[config.mk]
export PLATFORM = sky130hd
export DESIGN_NAME = terminate_issue_queue
export DESIGN_NICKNAME = d
export VERILOG_FILES = /design/src/rtl/terminate_issue_queue.sv
export SDC_FILE = /design/constraint.sdc
export NUM_CORES = 1
export LEC_CHECK = 0
export ABC_AREA = 0
export CELL_PAD_IN_SITES_DETAIL_PLACEMENT = 1
export CELL_PAD_IN_SITES_GLOBAL_PLACEMENT = 1
export CORE_MARGIN = 1
export CORE_UTILIZATION = 40
export CTS_CLUSTER_DIAMETER = 200
export CTS_CLUSTER_SIZE = 25
export DETAILED_ROUTE_END_ITERATION = 8
export DONT_BUFFER_PORTS = 1
export PLACE_DENSITY_LB_ADDON = 0.1
export SLEW_MARGIN = 10
export SYNTH_ARGS = -nofsm -noshare
export SYNTH_HDL_FRONTEND = slang
export SYNTH_SLANG_ARGS = --single-unit
[constraint.sdc]
create_clock -name clk -period 8.8 [get_ports clk]
set_input_delay 1.32 -clock clk [delete_from_list [all_inputs] [get_ports clk]]
set_output_delay 1.32 -clock clk [all_outputs]
set_load 0.005 [all_outputs]
[src/rtl/terminate_issue_queue.sv]
// In-order issue queue for terminate (branch/jump) ops; holds entries until their sources are written.
// Latency: an entry can issue at the earliest one cycle after it is enqueued. Wakeups take effect the following cycle.
// Backpressure: enq_ready is low only when the queue is full, with no path from iss_ready. The head holds while iss_ready is low.
//
// Ports:
//   clk, rst        clock; synchronous active-high reset
//   flush           discard every entry (ROB redirect)
//   enq_*           dispatch side (valid/ready): fields, source tags {flags, base_hi, base_lo}, per-source ready
//   wb_valid/wb_tag two-port writeback broadcast used for wakeup
//   iss_*           head entry toward terminate_pipeline (valid/ready); all zero while iss_valid is low
//   count           number of occupied entries
module terminate_issue_queue #(
    parameter int DEPTH = 4,
    parameter int TAG_W = 5
) (
    input  logic                      clk,
    input  logic                      rst,
    input  logic                      flush,
    input  logic                      enq_valid,
    output logic                      enq_ready,
    input  logic [3:0]                enq_opcode,
    input  logic [7:0]                enq_offset,
    input  logic [3:0]                enq_imm,
    input  logic [4:0]                enq_rob,
    input  logic [7:0]                enq_arch_dest,
    input  logic [9:0]                enq_phys_dest,
    input  logic [3*TAG_W-1:0]        enq_src_tag,
    input  logic [2:0]                enq_src_rdy,
    input  logic [1:0]                wb_valid,
    input  logic [2*TAG_W-1:0]        wb_tag,
    output logic                      iss_valid,
    input  logic                      iss_ready,
    output logic [3:0]                iss_opcode,
    output logic [7:0]                iss_offset,
    output logic [3:0]                iss_imm,
    output logic [4:0]                iss_rob,
    output logic [7:0]                iss_arch_dest,
    output logic [9:0]                iss_phys_dest,
    output logic [3*TAG_W-1:0]        iss_src_tag,
    output logic [$clog2(DEPTH):0]    count
);

    localparam int PW = $clog2(DEPTH);
    localparam int CW = PW + 1;
    localparam logic [CW-1:0] FULL = CW'(DEPTH);

    // src_tag[0]=base_lo, [1]=base_hi, [2]=flags, matching the flat port order.
    typedef struct packed {
        logic [3:0]             opcode;
        logic [7:0]             offset;
        logic [3:0]             imm;
        logic [4:0]             rob;
        logic [7:0]             arch_dest;
        logic [9:0]             phys_dest;
        logic [2:0][TAG_W-1:0]  src_tag;
    } entry_t;

    entry_t          ent_q [DEPTH];
    logic [2:0]      rdy_q [DEPTH];
    logic [DEPTH-1:0] vld_q;
    logic [PW-1:0]   head_q;
    logic [PW-1:0]   tail_q;
    logic [CW-1:0]   count_q;

    entry_t          enq_ent;
    entry_t          head_ent;
    logic [2:0]      enq_rdy_in;
    logic [2:0]      wake [DEPTH];
    logic            enq_fire;
    logic            iss_fire;

    // ------------------------------------------------------------------
    // Enqueue payload and same-cycle writeback capture
    // ------------------------------------------------------------------
    always_comb begin
        enq_ent           = '0;
        enq_ent.opcode    = enq_opcode;
        enq_ent.offset    = enq_offset;
        enq_ent.imm       = enq_imm;
        enq_ent.rob       = enq_rob;
        enq_ent.arch_dest = enq_arch_dest;
        enq_ent.phys_dest = enq_phys_dest;
        enq_ent.src_tag   = enq_src_tag;
    end

    // A writeback landing in the dispatch cycle would otherwise be missed,
    // since the entry does not exist yet for the stored-tag compare below.
    always_comb begin
        enq_rdy_in = enq_src_rdy;
        for (int s = 0; s < 3; s++) begin
            for (int p = 0; p < 2; p++) begin
                if (wb_valid[p] && (wb_tag[p*TAG_W +: TAG_W] == enq_ent.src_tag[s])) begin
                    enq_rdy_in[s] = 1'b1;
                end
            end
        end
    end

    // ------------------------------------------------------------------
    // Wakeup of stored entries: plain tag compare, no reserved tag values
    // ------------------------------------------------------------------
    always_comb begin
        for (int e = 0; e < DEPTH; e++) begin
            wake[e] = 3'b000;
            for (int s = 0; s < 3; s++) begin
                for (int p = 0; p < 2; p++) begin
                    if (vld_q[e] && wb_valid[p] &&
                        (wb_tag[p*TAG_W +: TAG_W] == ent_q[e].src_tag[s])) begin
                        wake[e][s] = 1'b1;
                    end
                end
            end
        end
    end

    // ------------------------------------------------------------------
    // Handshakes. Issue depends only on stored state, so readiness seen by
    // downstream is always one cycle behind the wakeup that caused it.
    // ------------------------------------------------------------------
    assign head_ent  = ent_q[head_q];
    assign iss_valid = vld_q[head_q] & (&rdy_q[head_q]);
    assign enq_ready = (count_q != FULL);
    assign enq_fire  = enq_valid & enq_ready;
    assign iss_fire  = iss_valid & iss_ready;
    assign count     = count_q;

    assign iss_opcode    = iss_valid ? head_ent.opcode    : '0;
    assign iss_offset    = iss_valid ? head_ent.offset    : '0;
    assign iss_imm       = iss_valid ? head_ent.imm       : '0;
    assign iss_rob       = iss_valid ? head_ent.rob       : '0;
    assign iss_arch_dest = iss_valid ? head_ent.arch_dest : '0;
    assign iss_phys_dest = iss_valid ? head_ent.phys_dest : '0;
    assign iss_src_tag   = iss_valid ? head_ent.src_tag   : '0;

    // ------------------------------------------------------------------
    // State. Enqueue is blocked when full, so tail never aliases a live
    // head slot; the enqueue write therefore never collides with issue.
    // ------------------------------------------------------------------
    always_ff @(posedge clk) begin
        if (rst) begin
            head_q  <= '0;
            tail_q  <= '0;
            count_q <= '0;
            vld_q   <= '0;
            for (int e = 0; e < DEPTH; e++) begin
                rdy_q[e] <= 3'b000;
                ent_q[e] <= '0;
            end
        end else if (flush) begin
            // Payload is left stale; valid/ready clear is enough to hide it.
            head_q  <= '0;
            tail_q  <= '0;
            count_q <= '0;
            vld_q   <= '0;
            for (int e = 0; e < DEPTH; e++) begin
                rdy_q[e] <= 3'b000;
            end
        end else begin
            for (int e = 0; e < DEPTH; e++) begin
                rdy_q[e] <= rdy_q[e] | wake[e];
            end
            if (iss_fire) begin
                vld_q[head_q] <= 1'b0;
                head_q        <= head_q + PW'(1);
            end
            if (enq_fire) begin
                ent_q[tail_q] <= enq_ent;
                vld_q[tail_q] <= 1'b1;
                rdy_q[tail_q] <= enq_rdy_in;
                tail_q        <= tail_q + PW'(1);
            end
            case ({enq_fire, iss_fire})
                2'b10:   count_q <= count_q + CW'(1);
                2'b01:   count_q <= count_q - CW'(1);
                default: count_q <= count_q;
            endcase
        end
    end

    // Occupancy sanity
    always_ff @(posedge clk) begin
        if (!rst) begin
            assert (!(enq_fire && (count_q == FULL)));
            assert (count_q <= FULL);
            assert (!(iss_fire && (count_q == '0)));
        end
    end

endmodule

---- After elaboration in Yosys (flattened, before gate mapping) ----
Memories as Yosys holds them, arrays and structs flattened. A register that Yosys moved wholly into a read port is not among the register bits.
Index checks and enable logic that the tools add are counted.
storage, ports and cells
  word-level logic and storage cells ...... 184
  memories kept ........................... 2
  output and inout bits ................... 59
  bits of input ports ..................... 74
  memory bits (writable) .................. 228
  register bits ........................... 11
memories
  name   words  bits a word  read ports  clocked after memory_dff  write ports  RTL line  source
  ent_q  4      54           5           1                         4            58        entry_t ent_q [DEPTH];
  rdy_q  4      3            5           1                         5            59        logic [2:0] rdy_q [DEPTH];
operators by class
  reduce and logical (&&, ||, !) cells .... 44
  $lt $le $gt $ge ......................... 4
  eq/ne operators ......................... 33
  bitwise logic cells ..................... 18
  $add $sub $neg .......................... 4
  multiplexer cells ....................... 75
operators with widths
  kind                                                               number
  equality test 5 bit                                                30
  2-to-1 mux 54 bit                                                  1
  OR reduction 54 bit                                                1
  2-to-1 mux 1 bit                                                   46
  logical AND 1 bit                                                  40
  2-to-1 mux 3 bit                                                   8
  2-to-1 mux 4 bit                                                   6
  2-to-1 mux 8 bit                                                   2
  2-to-1 mux 15 bit                                                  1
  bitwise OR 3 bit                                                   4
  2-to-1 mux 10 bit                                                  1
  2-to-1 mux 2 bit                                                   5
  bitwise OR 1 bit                                                   8
  < comparator 2 x 3 -> 1 bit, second input constant                 2
  case mux 3 bit (2 select lines)                                    1
  2-to-1 mux 5 bit                                                   1
  adder 2 x 1 -> 2 bit, second input constant                        2
  bitwise AND 4 bit                                                  1
  demux 1 bit (select 2 bit)                                         2
  greater-or-equal comparator 2 x 1 -> 1 bit, second input constant  2
  inverter 4 bit                                                     1
  bitwise OR 4 bit                                                   1
  adder 3 x 1 -> 3 bit, second input constant                        1
  bitwise AND 1 bit                                                  3
  other kinds (8)                                                    8

---- Longest topological paths before layout ----
Gate-level depths: netlist of run 1.
  word-level depth ........................ 11
  depth in mapped cells ................... 11
  depth with buffers taken out ............ 10

---- Least setup slack after synthesis of run 1 ----
Ideal clock, no wire load.
  path type ............................... input-to-reg
  start ................................... in enq_valid
  end ..................................... mem ent_q[3][0] (netlist name), enable pin
  stages on the path ...................... 4
  library setup time ...................... 0.615 ns
  setup slack ............................. 1.094 ns
  arrival time ............................ 7.090 ns
  path buffers ............................ 1
  data required time ...................... 8.185 ns
  path through ............................ and2_4 > buf_8 > inv_6 > o41ai_1
RTL lines
  element             RTL line  source
  start: declaration  19        input logic enq_valid,
  end: declaration    58

==> summary.txt, run 1 <==
Status
  – Outcome: finished, final reports clean

Finish
  – Most common cell after layout, fill and taps aside: edfxtp_1
  – Layout Nets: 1017
  – Syn-to-layout area delta: 4.58%
  – Fillcell total: 3186
  – Inserted Diodes: 0
  – Commonest non-fill, non-tap cells in the layout: edfxtp_1 (228), and2_1 (216), xnor2_1 (88), mux4_2 (55), and3_1 (54)
  – Post-route design area: 13500 µm²
  – Post-route insts no fill: 1338
  – Fraction of layout cells with a size suffix above 1: 10.7%

Global route
  – Pin count of the biggest net entering global routing: 63
  – Initial antenna violation count: 0
  – Tot GR Track Use: 21.8%
  – Total gr overflow: 0
  – Vias in the first global route: 8097
  – First-pass GRT wire length: 53.3 mm

Setup path
  – Setup CP Type: flip-flop to primary output
  – WP data arrival: 3.05 ns
  – RR Startpoint: count[0]$_SDFFE_PN0P_
  – Worst EP required: 7.48 ns
  – CP Launch Type: flip-flop
  – Crit Path Max Fanout: 57
  – CP peak stage delay: 0.70 ns
  – Largest delay share family, worst path: buffers and inverters
  – Critical Path Slowest Stage Cell: dfxtp_4
  – Crit path top cell by count: nand3_1
  – Worst Path Buf+Inv: 2
  – CP endpoint kind: primary output
  – Critical-path cell list: buf_4 > nand4b_1 > nand3_1 > nand3_1 > inv_2 > and2_1

Synthesis
  – Largest family of logic cells by synthesized area: simple AND/OR/NAND/NOR gates
  – Mapped Cells: 964
  – Synth Flop Type: edfxtp_1
  – Post-synth ARST share: 0%
  – Synthesized area: 12900 µm²
  – Synth Area in Compound Gates: 3.50%
  – Post-Synth Simple-Gate Area: 17.4%
  – Sequential area share after synthesis: 55.1%
  – Mux share of post-synthesis cell area: 9.61%
  – Post-synth EDFFs: 228
  – Post-Synth XOR/XNOR Area: 9.44%
  – Cell variety after synth: 51
  – Top post-synthesis cells by area: edfxtp_1 (53%), and2_1 (10%), mux4_2 (9.6%)
  – Synth area leader: edfxtp_1
  – Top-area cell type share of the netlist area: 53.1%
  – Mean post-synth cell area: 13.4 µm²
  – Seq cells post-synth: 241
  – Yosys warnings: 0
  – Adder-cell share of the synthesized area: 1.03%

Floorplan
  – Die area: 33000 µm²
  – # rows: 65
  – Die Ht: 182 µm
  – Num ports: 133
  – Initial core utilization: 40.8%
  – Floorplan core area: 31600 µm²
  – Die width: 182 µm

Timing
  – Hold_ws: 0.543 ns
  – Pins Over Slew Limit: 0
  – Final hold vios: 0
  – # setup viols final: 0
  – Skew final: 0.0157 ns
  – Fin crit share: 49.7%
  – RSZ-0062 raised after global routing: false
  – Slew @ Worst Pin: 0.934 ns
  – TNS Setup: 0 ns
  – Max Clock Freq: 0.229 GHz
  – Final min period: 4.37 ns
  – Max-slew headroom: 37.7%

Place
  – PortBufs: 0
  – Cell area after placement: 13100 µm²
  – Placed insts: 1320
  – HPWL Detailed: 22.3 mm
  – GPL Wtd Cong: 0.822

Min path
  – Hold Startpoint: count[2]$_SDFFE_PN0P_
  – Worst hold path type: flip-flop to flip-flop

Routing
  – Residual DRC: 0
  – WL/cell: 26.6 µm
  – Final wirelength: 35.6 mm
  – Antenna viol nets, final: 0
  – TritonRoute pass-1 iters: 4
  – Drt initial violations: 456
  – Via count: 7527
  – DR vias/cell: 5.63

Clocking
  – Clock latency on the worst-skew pair: 0.50 ns
  – CTS tree: built
  – Post-CTS sizing: 0
  – Inserted Clock Buffers: 13
  – CTS Hold Bufs: 0
  – H-tree depth: 1
  – Postcts setup bufs: 0
  – CTS Buffer Depth: 3
  – Clk sinks: 241
  – Clock transition at the registers of the reported paths: 0.11 ns
  – CTS root buffer: clkbuf_16

Power and ir drop
  – VDD IR max: 0.131 mV
  – Leakage power: 4.75 nW
  – Pwr Density: 159 nW/µm²

Flow run
  – Max Cap Viol: 0
[sequential cells by signal, summed over array words and instances, names as in the netlist, named ones only]
name	flops
tail_q	2
ent_q	216
head_q	2
vld_q	4
count	3
rdy_q	12
[worst min-delay path, stage by stage, from the launching register on]
cell	delay (ns)
dfxtp_1	0.35
o21ai_0	0.09
a21oi_1	0.06
[final cells by class]
type | instances | area, µm² | share of cell area [%]
Inverter | 21 | 83.8 | 0.622
Timing Repair Buffer | 11 | 82.6 | 0.612
Sequential cell | 241 | 7110 | 52.7
Multi-Input combinational cell | 645 | 5350 | 39.7
Clock buffer | 16 | 337 | 2.50
Tap cell | 402 | 503 | 3.73
Clock inverter | 2 | 20.0 | 0.148
[metal layers]
layer	global-route usage, %	wire [µm]
met1	29.0	15700
met2	37.1	17500
met3	4.01	1770
met4	4.68	641
met5	0	0
[power by group]
part	switching, W	internal [W]	total, W
clock network	0.000375	0.000279	0.000653
logic	0.0000883	0.0000726	0.000161
registers	0.0000310	0.00130	0.00134
[cell usage after synthesis (all sizes together) (3+ instances only)]
cell type  count
o221ai         3
inv           21
o31ai          8
dfxtp         13
a31o           3
nor2           7
o21ai         16
ha             9
nor3          20
mux4          55
and2         217
a22oi          4
or2            4
o22ai          3
buf           43
clkbuf        25
nand2         18
nor4          10
xor2          51
a221oi         4
edfxtp       228
and3          54
nand3          3
nand4         21
a21oi          9
xnor2         88
a31oi          7
[worst paths after layout]
check,to,slack (ns),cells after the start
worst max register to register,ent_q[1][51]$_SDFFCE_PN0P_,5.03,7
worst min-delay path,count[2]$_SDFFE_PN0P_,0.54,2
worst max-delay path,iss_imm[1],4.43,6
worst min register to register,count[2]$_SDFFE_PN0P_,0.54,2
[per-stage QoR]
step	total power, W	worst slack (ns)	utilization, %
CTS	0.00218	4.24	42.6
global route	0.00222	4.03	42.6
finish	0.00215	4.43	42.6
global placement	0.00152	4.26	41.5
detailed placement	0.00153	4.21	41.5
floorplan	0.00149	1.09	-
[cell families (layout without fill, tap and decap cells)]
| group | after synthesis | count (layout) |
|---|---|---|
| AND/OR/NAND/NOR | 364 | 364 |
| flip-flops | 241 | 241 |
| XOR/XNOR | 139 | 139 |
| buffers and inverters | 89 | 50 |
| AO/OA/AOI/OAI | 65 | 65 |
| multiplexers | 55 | 55 |
| adder cells (fa/ha/maj) | 10 | 10 |
| other | 1 | 12 |
Note: power is estimated with default switching activity, not from simulation.
==> run 2, diff against run 1 <==
clock period = 4.3 ns   (was 8.8 ns; I/O delays follow)
==> summary.txt, run 2 (synthesis results as in run 1) <==
Status
  – Outcome: finished, final reports clean

Clocking
  – Clk sinks: 241 (unchanged)
  – CTS root buffer: clkbuf_16
  – CTS Buffer Depth: 3 (unchanged)
  – CTS Hold Bufs: 0 (unchanged)
  – CTS tree: built
  – H-tree depth: 1 (unchanged)
  – Clock latency on the worst-skew pair: 0.49 ns (about the same)
  – Inserted Clock Buffers: 13 (unchanged)
  – Post-CTS sizing: 0 (unchanged)
  – Clock transition at the registers of the reported paths: 0.12 ns (about the same)
  – Postcts setup bufs: 0 (unchanged)

Finish
  – Max reg flops: 216 (unchanged)
  – Most common cell after layout, fill and taps aside: edfxtp_1
  – Layout Nets: 1020 (+0.29%)
  – Largest registers: ent_q x216, rdy_q x12, vld_q x4
  – Biggest register: ent_q
  – Fraction of layout cells with a size suffix above 1: 10.9% (+0.18 points)
  – Layout Utilization: 42.9% (+0.30 points)
  – Syn-to-layout area delta: 5.31%
  – Commonest non-fill, non-tap cells in the layout: edfxtp_1 (228), and2_1 (216), xnor2_1 (88), mux4_2 (55), and3_1 (54)

Power and ir drop
  – VDD IR max: 0.220 mV (+67%)
  – Pwr Density: 324 nW/µm² (+100%)
  – Leakage power: 4.80 nW (+0.99%)

Floorplan
  – Die Ht: 182 µm (unchanged)
  – Floorplan core area: 31600 µm² (unchanged)
  – Num ports: 133 (unchanged)
  – Die area: 33000 µm² (unchanged)
  – # rows: 65 (unchanged)
  – Initial core utilization: 40.8% (unchanged)
  – Die width: 182 µm (unchanged)

Global route
  – Total gr overflow: 0 (unchanged)
  – Tot GR Track Use: 22.4% (+0.55 points)
  – First-pass GRT wire length: 54.5 mm (+2.3%)
  – Initial antenna violation count: 1 (+1)
  – Pin count of the biggest net entering global routing: 63 (unchanged)
  – Vias in the first global route: 8354 (+3.2%)

Setup path
  – CP Capture Point: iss_src_tag[14]
  – CP endpoint kind: primary output
  – WP depth: 3 (-3)
  – Reg-to-reg setup timing slack: 1.39 ns (-3.64 ns)
  – Reg2reg end: ent_q[2][30]$_SDFFCE_PN0P_
  – Critical Path Slowest Stage Cell: buf_4
  – Setup CP Type: flip-flop to primary output
  – Largest delay share family, worst path: buffers and inverters
  – R2R depth: 6 (-1)
  – RR Startpoint: count[0]$_SDFFE_PN0P_
  – Worst Path Buf+Inv: 1 (-1)
  – CP peak stage delay: 0.81 ns (+0.11 ns)
  – CP Launch Type: flip-flop
  – Worst EP required: 3.65 ns (-3.83 ns)
  – Crit Path Max Fanout: 41 (-28%)
  – WP data arrival: 2.81 ns (-0.24 ns)
  – Critical-path cell list: buf_4 > mux4_2 > and2_1

Timing
  – # setup viols final: 0 (unchanged)
  – Fin crit share: 80.5%
  – TNS Setup: 0 ns (unchanged)
  – Max-slew headroom: 36.5% (-1.2 points)
  – RSZ-0062 raised after global routing: false
  – Final hold vios: 0 (unchanged)
  – Slew @ Worst Pin: 0.952 ns (+0.0184 ns)
  – Max Clock Freq: 0.289 GHz
  – Final min period: 3.46 ns
  – Pins Over Slew Limit: 0 (unchanged)
  – Skew final: 0.0241 ns (+0.00837 ns)

Flow run
  – Max Cap Viol: 0 (unchanged)

Routing
  – Antenna viol nets, final: 0 (unchanged)
  – Final wirelength: 36.1 mm (+1.2%)
  – Via count: 7625 (+1.3%)
  – DR vias/cell: 5.68 (+1.0%)
  – Drt initial violations: 467 (+2.4%)
  – Residual DRC: 0 (unchanged)
  – TritonRoute pass-1 iters: 4 (unchanged)
  – WL/cell: 26.9 µm (+0.93%)

Place
  – PortBufs: 0 (unchanged)
  – HPWL Detailed: 22.4 mm (+0.21%)
  – GPL Wtd Cong: 0.803 (-2.3%)

Min path
  – Worst hold path type: primary input to flip-flop
  – Hold Startpoint: iss_ready
run 2: changes by cell type in the layout (fill, tap and decap cells not counted), sizes merged:
| cell | delta |
|---|---|
| clkbuf | +1 |
| inv | -1 |
| buf | +3 |
| diode | +1 |
run 2: worst reg2reg max path, delay by kind of cell, from the launching register on:
family,cells,cell delay [ns]
buf+inv,2,0.44
flops,1,0.41
simple gates,4,1.73
run 2: worst min path at each step:
stage	slack [ns]	depth (start not counted)	endpoint
6_report	0.33	2	flip-flop
5_1_grt	0.33	1	ent_q[2][7]$_SDFFCE_PN0P_
4_1_cts	0.32	2	flip-flop
3_5_place_dp	0.52	2	count[2]$_SDFFE_PN0P_
3_3_place_gp	0.51	2	count[2]$_SDFFE_PN0P_
2_1_floorplan	0.48	2	count[2]$_SDFFE_PN0P_
run 2: cell type report:
| type | count | area, µm² |
|---|---|---|
| multi-input cells | 645 | 5360 |
| inverters | 21 | 83.8 |
| clock buffers | 17 | 340 |
| well taps | 402 | 503 |
| fillers | 3213 | 18100 |
| diodes | 1 | 2.50 |
| clock inverters | 1 | 11.3 |
| repair buffers | 14 | 168 |
| flip-flops and latches | 241 | 7110 |
run 2: power by group:
group	internal (W)	switching, W	total, W
registers	0.00267	0.0000608	0.00273
clock network	0.000569	0.000755	0.00132
logic	0.000157	0.000183	0.000340
total	0.00339	0.000999	0.00439
run 2: per-layer routing:
metal | GRT usage, % | up-vias | wire [µm]
li1 | - | 3426 | -
met1 | 28.7 | 4026 | 15200
met2 | 39.3 | 142 | 18500
met3 | 4.13 | 31 | 1770
met4 | 4.71 | 0 | 556
met5 | 0 | - | 0
run 2: metrics by stage:
stage / cell area, µm² / power (W) / instances / hold WS (ns) / setup WS (ns)
2_1_floorplan: 13000 / 0.00304 / 975 / 0.482 / 1.13
3_3_place_gp: 13200 / 0.00312 / 1323 / 0.506 / 1.29
3_5_place_dp: 13200 / 0.00313 / 1323 / 0.517 / 1.26
4_1_cts: 13600 / 0.00444 / 1341 / 0.319 / 0.707
5_1_grt: 13600 / 0.00455 / 1341 / 0.326 / 0.630
6_report: 13600 / 0.00439 / 1342 / 0.326 / 0.841
==> run 3, diff against run 2 <==
clock period = 2.8 ns   (was 4.3 ns; I/O delays follow)
==> summary.txt, run 3 (synthesis results as in run 1) <==
Timing
  – Max-slew headroom: 44.7% (+8.2 points)
  – Max Clock Freq: 0.384 GHz
  – Slew @ Worst Pin: 0.830 ns (-0.123 ns)
  – Setup WS post-layout: 0.196 ns (-0.645 ns)
  – Skew final: 0.0249 ns (+0.000814 ns)
  – Final min period: 2.60 ns
  – Pins Over Slew Limit: 0 (unchanged)
  – Fin crit share: 93.0%
  – RSZ-0062 raised after global routing: false
  – # setup viols final: 0 (unchanged)
  – Final hold vios: 0 (unchanged)

Setup path
  – CP Launch Type: flip-flop
  – R2R depth: 9 (+3)
  – Critical-path cell list: buf_6 > mux4_2 > and2_1
  – Reg2reg end: count[2]$_SDFFE_PN0P_
  – Setup CP Type: flip-flop to primary output
  – Crit Path Max Fanout: 30 (-27%)
  – Worst EP required: 2.38 ns (-1.27 ns)
  – Critical Path Slowest Stage Cell: mux4_2
  – WP data arrival: 2.18 ns (-0.63 ns)
  – RR Startpoint: head_q[0]$_SDFFE_PN0N_
  – CP peak stage delay: 0.64 ns (-0.17 ns)
  – Reg-to-reg setup timing slack: 0.38 ns (-1.01 ns)
  – CP endpoint kind: primary output
  – Largest delay share family, worst path: multiplexers
  – Worst Path Buf+Inv: 1 (unchanged)

Finish
  – Layout Nets: 1024 (+0.39%)
  – Post-route insts no fill: 1345 (+0.22%)
  – Syn-to-layout area delta: 5.60%
  – Inserted Diodes: 0 (-1)
  – Most common cell after layout, fill and taps aside: edfxtp_1
  – Max reg flops: 216 (unchanged)
  – Commonest non-fill, non-tap cells in the layout: edfxtp_1 (228), and2_1 (216), xnor2_1 (88), mux4_2 (55), and3_1 (54)
  – Largest registers: ent_q x216, rdy_q x12, vld_q x4
  – Biggest register: ent_q
  – Fraction of layout cells with a size suffix above 1: 11.6% (+0.70 points)

Routing
  – DR vias/cell: 5.67 (-0.26%)
  – Antenna viol nets, final: 0 (unchanged)
  – TritonRoute pass-1 iters: 7 (+3)
  – WL/cell: 27.1 µm (+0.67%)
  – Via count: 7622 (-0.039%)
  – Drt initial violations: 486 (+4.1%)
  – Residual DRC: 0 (unchanged)
  – Final wirelength: 36.4 mm (+0.90%)

Clocking
  – Clock transition at the registers of the reported paths: 0.12 ns (about the same)
  – Inserted Clock Buffers: 13 (unchanged)
  – CTS Hold Bufs: 0 (unchanged)
  – Post-CTS sizing: 2 (+2)
  – CTS Buffer Depth: 3 (unchanged)
  – Postcts setup bufs: 0 (unchanged)
  – CTS tree: built
  – Clk sinks: 241 (unchanged)
  – CTS root buffer: clkbuf_16
  – H-tree depth: 1 (unchanged)
  – Clock latency on the worst-skew pair: 0.50 ns (about the same)

Floorplan
  – Floorplan core area: 31600 µm² (unchanged)
  – Die area: 33000 µm² (unchanged)
  – Num ports: 133 (unchanged)
  – Die width: 182 µm (unchanged)
  – # rows: 65 (unchanged)
  – Die Ht: 182 µm (unchanged)
  – Initial core utilization: 40.8% (unchanged)

Global route
  – Tot GR Track Use: 22.5% (+0.10 points)
  – Total gr overflow: 0 (unchanged)
  – Vias in the first global route: 8256 (-1.2%)
  – Initial antenna violation count: 0 (-1)
  – First-pass GRT wire length: 54.5 mm (about the same)
  – Pin count of the biggest net entering global routing: 62 (-1.6%)

Min path
  – Hold Startpoint: iss_ready
  – Hold path cells: 2 (unchanged)
  – Worst hold path type: primary input to flip-flop

Place
  – DP Worst Slack: 0.430 ns (-0.828 ns)
  – Placed insts: 1327 (+0.30%)
  – HPWL Detailed: 22.2 mm (-0.88%)
  – GPL Wtd Cong: 0.835 (+3.9%)
  – PortBufs: 0 (unchanged)

Flow run
  – Max Cap Viol: 0 (unchanged)

Power and ir drop
  – Leakage power: 4.82 nW (+0.46%)
  – VDD IR max: 0.387 mV (+76%)
  – Pwr Density: 499 nW/µm² (+54%)
  – Design Power: 0.00679 W (+55%)

Status
  – Outcome: finished, final reports clean
## run 3: cell count changes in the layout (fill, tap and decap cells not counted)
cell     before  now
inv_2         1    0
dfxtp_1      11    8
diode_2       1    0
dfxtp_2       1    4
buf_4         9   12
buf_6         0    1
inv_4         0    1
## run 3: worst max path at each step
stage	from	end	slack, ns	depth (start not counted)
floorplan	count[2]$_SDFFE_PN0P_	ent_q[3][0]$_DFFE_PP_	-0.24	5
global placement	count[2]$_SDFFE_PN0P_	count[2]$_SDFFE_PN0P_	0.47	9
detailed placement	head_q[0]$_SDFFE_PN0N_	count[2]$_SDFFE_PN0P_	0.43	9
CTS	flip-flop	iss_src_tag[14]	0.12	3
global route	head_q[0]$_SDFFE_PN0N_	iss_rob[3]	0.06	4
finish	flip-flop	iss_src_tag[4]	0.20	3
## run 3: metrics by stage
| step | utilization, % | TNS, ns | cell area (µm²) | hold WS [ns] |
|---|---|---|---|---|
| 5_1_grt | 43.0 | 0 | 13600 | 0.0680 |
| 6_report | 43.0 | 0 | 13600 | 0.0766 |
| 4_1_cts | 43.0 | 0 | 13600 | 0.0586 |
| 2_1_floorplan | - | -13.07 | 13000 | 0.482 |
| 3_3_place_gp | 41.9 | 0 | 13300 | 0.500 |
| 3_5_place_dp | 41.9 | 0 | 13300 | 0.513 |
## run 3: layer usage
layer	wire length, µm	share of wire, %	GRT usage (%)
met5	0	0	0
met4	546	1.5	4.47
met3	1840	5.1	4.33
met2	18300	50	39.2
met1	15700	43	29.1
## run 3: worst register-to-register path, delay by kind of cell, from the launching register on
kind | cells | cell delay, ns
and+or+nand+nor | 3 | 0.69
adders and majority gates | 2 | 0.59
DFF | 1 | 0.37
muxes | 1 | 0.34
xor gates and xnor gates | 1 | 0.16
AOI/OAI and AO/OA | 1 | 0.14
buffers and inverters | 1 | 0.06
## run 3: final cells by class
cell class / instances / area (µm²)
clock inverters: 1 / 11.3
repair buffers: 18 / 201
multi-input cells: 645 / 5360
flip-flops and latches: 241 / 7120
clock buffers: 17 / 340
fillers: 3168 / 18000
inverters: 21 / 86.3
well taps: 402 / 503
## run 3: power by group
| part | switching [W] | total, W | internal (W) |
|---|---|---|---|
| sequential | 0.0000895 | 0.00419 | 0.00410 |
| clock | 0.00119 | 0.00207 | 0.000874 |
| combinational | 0.000290 | 0.000533 | 0.000242 |
